$ cat src/rtl/ricevitore_dav_rfd_pkg.sv
// Shared types and constants for the dav_/rfd byte receiver.
package ricevitore_pkg;

    typedef enum logic {
        WAIT_DAV = 1'b0,
        WAIT_END = 1'b1
    } state_t;

    localparam int unsigned DATA_W = 8;

    // Reset value of the running minimum (the largest byte, so any write lowers it)
    localparam logic [DATA_W-1:0] MIN_INIT = 8'hFF;

endpackage

$ cat src/rtl/ricevitore_dav_rfd_fifo_sync.sv
// Synchronous show-ahead FIFO: registered occupancy count, power-of-two depth,
// and pointers that wrap naturally modulo DEPTH.
module fifo_sync #(
    parameter int unsigned DEPTH  = 4,
    parameter int unsigned DATA_W = 8,
    localparam int unsigned CW    = $clog2(DEPTH + 1),
    localparam int unsigned PW    = $clog2(DEPTH)
) (
    input  logic              clock,
    input  logic              reset_,
    input  logic              wr,
    input  logic [DATA_W-1:0] wdata,
    input  logic              rd,
    output logic [DATA_W-1:0] rdata,
    output logic              empty,
    output logic              full,
    output logic [CW-1:0]     count
);

    logic [DATA_W-1:0] mem [DEPTH];
    logic [PW-1:0]     wr_ptr;
    logic [PW-1:0]     rd_ptr;
    logic              do_wr;
    logic              do_rd;

    // Flags come straight from the registered count, so there is no write bypass when full
    assign empty = (count == CW'(0));
    assign full  = (count == CW'(DEPTH));
    assign do_wr = wr & ~full;
    assign do_rd = rd & ~empty;

    // Head is forced to zero while empty so dout never shows stale data
    assign rdata = empty ? '0 : mem[rd_ptr];

    // Storage array; needs no reset because empty masks the head
    always_ff @(posedge clock) begin
        if (do_wr) begin
            mem[wr_ptr] <= wdata;
        end
    end

    // Pointers and occupancy count
    always_ff @(posedge clock or negedge reset_) begin
        if (!reset_) begin
            wr_ptr <= '0;
            rd_ptr <= '0;
            count  <= '0;
        end else begin
            if (do_wr) begin
                wr_ptr <= wr_ptr + PW'(1);
            end
            if (do_rd) begin
                rd_ptr <= rd_ptr + PW'(1);
            end
            if (do_wr && !do_rd) begin
                count <= count + CW'(1);
            end else if (do_rd && !do_wr) begin
                count <= count - CW'(1);
            end
        end
    end

endmodule

$ cat src/rtl/ricevitore_dav_rfd.sv
// Consumer side of the 8-bit dav_/rfd four-phase handshake, buffering accepted
// bytes in a small FIFO drained by a local show-ahead reader.
// Optional build macro RICEVITORE_MIN_TRACK_EN adds the min_seen output,
// the running unsigned minimum of every byte written into the FIFO.
module ricevitore_dav_rfd
    import ricevitore_pkg::*;
#(
    parameter int unsigned DEPTH = 4,
    localparam int unsigned CW   = $clog2(DEPTH + 1)
) (
    input  logic              clock,
    input  logic              reset_,
    input  logic              dav_,
    input  logic [DATA_W-1:0] data,
    output logic              rfd,
    input  logic              rd,
    output logic [DATA_W-1:0] dout,
    output logic              empty,
    output logic              full,
    output logic [CW-1:0]     count
`ifdef RICEVITORE_MIN_TRACK_EN
    ,
    output logic [DATA_W-1:0] min_seen
`endif
);

    state_t state;
    logic   wr_en;

    // A byte is taken only on the first dav_ low sample with room in the FIFO
    assign wr_en = (state == WAIT_DAV) & ~dav_ & ~full;

    // Handshake FSM; rfd is registered and falls on the capture edge
    always_ff @(posedge clock or negedge reset_) begin
        if (!reset_) begin
            state <= WAIT_DAV;
            rfd   <= 1'b1;
        end else begin
            case (state)
                WAIT_DAV: begin
                    if (wr_en) begin
                        state <= WAIT_END;
                        rfd   <= 1'b0;
                    end
                end
                WAIT_END: begin
                    if (dav_) begin
                        state <= WAIT_DAV;
                        rfd   <= 1'b1;
                    end
                end
                default: begin
                    state <= WAIT_DAV;
                    rfd   <= 1'b1;
                end
            endcase
        end
    end

    // Byte buffer between the producer and the local reader
    fifo_sync #(
        .DEPTH  (DEPTH),
        .DATA_W (DATA_W)
    ) u_fifo (
        .clock  (clock),
        .reset_ (reset_),
        .wr     (wr_en),
        .wdata  (data),
        .rd     (rd),
        .rdata  (dout),
        .empty  (empty),
        .full   (full),
        .count  (count)
    );

`ifdef RICEVITORE_MIN_TRACK_EN
    // Running unsigned minimum of written bytes; reads leave it alone
    always_ff @(posedge clock or negedge reset_) begin
        if (!reset_) begin
            min_seen <= MIN_INIT;
        end else if (wr_en && (data < min_seen)) begin
            min_seen <= data;
        end
    end
`endif

endmodule

$ cat config.mk
export PLATFORM = sky130hd
export DESIGN_NAME = ricevitore_dav_rfd
export DESIGN_NICKNAME = d
export VERILOG_FILES = /design/src/rtl/ricevitore_dav_rfd_pkg.sv /design/src/rtl/ricevitore_dav_rfd_fifo_sync.sv /design/src/rtl/ricevitore_dav_rfd.sv
export SDC_FILE = /design/constraint.sdc
export NUM_CORES = 1
export LEC_CHECK = 0
export ABC_AREA = 1
export CORE_ASPECT_RATIO = 0.8
export CORE_MARGIN = 2
export CORE_UTILIZATION = 50
export CTS_CLUSTER_DIAMETER = 30
export DETAILED_ROUTE_END_ITERATION = 16
export PLACE_DENSITY = 0.8
export SLEW_MARGIN = 20
export SYNTH_ARGS = -nofsm -noshare
export SYNTH_HDL_FRONTEND = slang
export SYNTH_SLANG_ARGS = --single-unit
$ cat constraint.sdc
create_clock -name clock -period 2.2 [get_ports clock]
set_input_delay 0.44 -clock clock [delete_from_list [all_inputs] [get_ports clock]]
set_output_delay 0.44 -clock clock [all_outputs]
set_load 0.005 [all_outputs]
==> metrics.md <==
| Metric | Value |
|---|---|
| Pin count of the biggest net entering global routing | 18 |
| Placed Area | 0.002245 mm2 |
| Root Buffer | clkbuf_8 |
| Arrival time at the worst endpoint | 1.65 ns |
| Clk slew on worst S/H paths | 0.07 ns |
| R2r setup slk | 0.29 ns |
| CTS tree | yes |
| Congestion Overflow GR | 0 |
| Yosys warns | 0 |
| Critical R2R Launch | u_fifo.count[2] |
| Layout area overhead | 25.65% |
| Wire per inst | between 10 and 15 um |
| TritonCTS Buffers | 5 |
| Final setup viols | 0 |
| Die X | 73.23 um |
| Maximum net fanout on the critical path | 9 |
| Crit end category | output pin |
| Detailed Routing Iterations Pass 1 | 4 |
| Layout net count | 249 |
| Gr usage total | 18.42% |
| Maximum clock insertion buffer count | 2 |
| Sw Pwr | 1.004 mW |
| Critical R2R Capture | u_fifo.count[2] |
| IR drop worst, VDD | 0.6634 mV |
| Top post-synthesis cells by area | edfxtp_1, dfrtp_1, inv_1, nand2_1, nand3_1 |
| Synth Net Count | 208 |
| Flops & latches, synth | 41 |
| Initial antenna violation count | 0 |
| Outcome | complete, no violations |
| GP Congestion | 0.7476 |
| Vias per cell | 4.790 |
| RSZ-0062 raised after global routing | false |
| Leading area contributor after synthesis | edfxtp_1 |
| R2R cell count | 11 |
| N_diodes | 0 |
| Antenna Nets Post-Route | 0 |
| Drt first-iter violations | 99 |
| Cell Pwr Density | 1228 mW/mm2 |
| Die Y | between 50 and 60 um |
| Final setup margin | 0.1097 ns |
| Clk network pwr share | 19.6% |
| Finished Cell Area | 0.002409 mm2 |
| Post-layout minimum cycle time | between 2 and 2.5 ns |
| Share of the synthesized area in the top cell type | 50.13% |
| Cts hold-fix bufs | 0 |
| Min-Delay Path Class | primary input to async pin |
| Synth Instances | 190 |
| H-tree depth reported by CTS | 2 |
| Clock Sinks | 41 |
| Worst-Margin Slew | 0.4063 ns |
| Max Clock Freq | 0.4784 GHz |
| CP Launch Type | flip-flop |
| Die ar. | between 0.004 and 0.005 mm2 |
| Ports | 26 |
| Logic pwr share | approximately 45% |
| Overall via count from detail_route | 1322 |
| Port Buf Inserts | 25 |
| Hpwl dp | about 2400 um |
| Final hold viol count | 0 |
| Sequential share of power | 35.8% |
| Avg Cell Area, Syn | 10.09 um2 |
| CP Class | flip-flop to output pin |
| Place WS | -0.03914 ns |
| Skew final | 0.005530 ns |
| Commonest cells after routing, fill and taps aside | inv_1, nand2_1, edfxtp_1 |
| Max Slew Vio Count | 0 |
| Register area share after synthesis | roughly three fifths |
| Clk_lat worst skew | 0.29 ns |
| Core footprint | 0.003729 mm2 |
| Library cells used by synthesis | 19 |
| Ratio of cells with drive above 1 in the final layout | 12.93% |
| CP required | 1.76 ns |
| Global-route wire length before repair | 5609 um |
| Tcrit/Tclk final | between 90% and 100% |
| P_leak | about 1.2 nW |
| Most common cell after layout, fill and taps aside | inv_1 |
| Max Cap Violations | 0 |
| Initial Util | 51.41% |
| Int Pwr | 1.952 mW |
| Max_slew headroom | 72.83% |
| Num rows | 20 |
| Number of global-route vias before repair | 1199 |
| Wirelength, routed | around 3500 um |
| Post-Syn Area | around 0.0019 mm2 |
| Switch share | 33.97% |
| DRC | 0 |
-- layout make-up --
class	count	area [um2]
clock buffers	6	72.57
clock inverters	2	33.78
fillers	292	1320
inverters	51	198.9
multi-input cells	94	495.5
flip-flops and latches	41	1189
well taps	44	55.05
repair buffers	38	364.1
-- how the worst max path moves through the flow --
| stage | startpoint | to | cells after the start |
|---|---|---|---|
| 6_report | u_fifo.count[1] | empty | 4 |
| 5_1_grt | u_fifo.count[1] | empty | 4 |
| 4_1_cts | u_fifo.rd_ptr[0] | dout[2] | 5 |
| 3_5_place_dp | dav_ | u_fifo.count[2] | 11 |
| 3_3_place_gp | dav_ | u_fifo.count[2] | 11 |
| 2_1_floorplan | u_fifo.count[0] | u_fifo.count[2] | 11 |
-- synth_stat cells --
cell type,instances
buf_6,4
nand2_2,1
nand4_1,3
a21oi_1,9
edfxtp_1,32
nand2_1,44
o21ai_0,2
nand3_1,19
a21oi_2,1
inv_1,49
nand3_2,2
nor2_1,5
xnor2_1,2
ha_1,5
dfstp_2,1
fa_1,1
inv_6,1
inv_2,1
dfrtp_1,8
-- cell families after synthesis --
family,synth area share [%]
buffers and inverters,12.60
adders and majority gates,4.308
xor gates and xnor gates,0.9140
DFF,61.95
and+or+nand+nor,16.91
AOI/OAI and AO/OA,3.329
-- per-stage QoR --
stage | setup TNS [ns] | hold WS [ns] | power [mW] | utilization, % | instances
finish | 0 | 0.4354 | 2.957 | 64.60 | 276
global route | 0 | 0.4620 | 3.179 | 64.60 | 276
CTS | -0.02666 | 0.4433 | 2.959 | 63.42 | 273
detailed placement | -0.03914 | 0.5159 | 2.360 | 60.20 | 264
global placement | 0 | 0.5174 | 2.314 | 60.20 | 264
floorplan | 0 | 0.1444 | 1.819 | - | 190
-- registers in the layout (all words and copies together), names as in the netlist --
register       count
rfd                1
u_fifo.count       3
u_fifo.mem        32
u_fifo.wr_ptr      2
u_fifo.rd_ptr      2
state              1
-- power groups by stage --
| stage | clock (mW) | sequential (mW) | combinational (mW) |
|---|---|---|---|
| floorplan | 0 | 1.08 | 0.742 |
| global placement | 0 | 1.09 | 1.22 |
| detailed placement | 0 | 1.10 | 1.26 |
| CTS | 0.588 | 1.07 | 1.30 |
| global route | 0.631 | 1.07 | 1.48 |
| finish | 0.581 | 1.06 | 1.32 |
-- routing by layer --
metal,track usage (%),wire [um]
met5,0,0
met4,6.614,63
met3,7.313,224
met2,29.21,1682
met1,23.07,1540
-- critical path, cell delays in order (launching register included) --
cell             delay [ns]
dfrtp_1                0.39
inv_1                  0.10
nand3_1                0.18
inv_4                  0.17
clkdlybuf4s50_1        0.52
-- timing repair --
item	CTS	global route
setup buffers	1	3
setup endpoints to repair	4	8
gates resized for setup	4	9
pin swaps	0	1
cloned	0	0
Note: power is estimated with default switching activity, not from simulation.
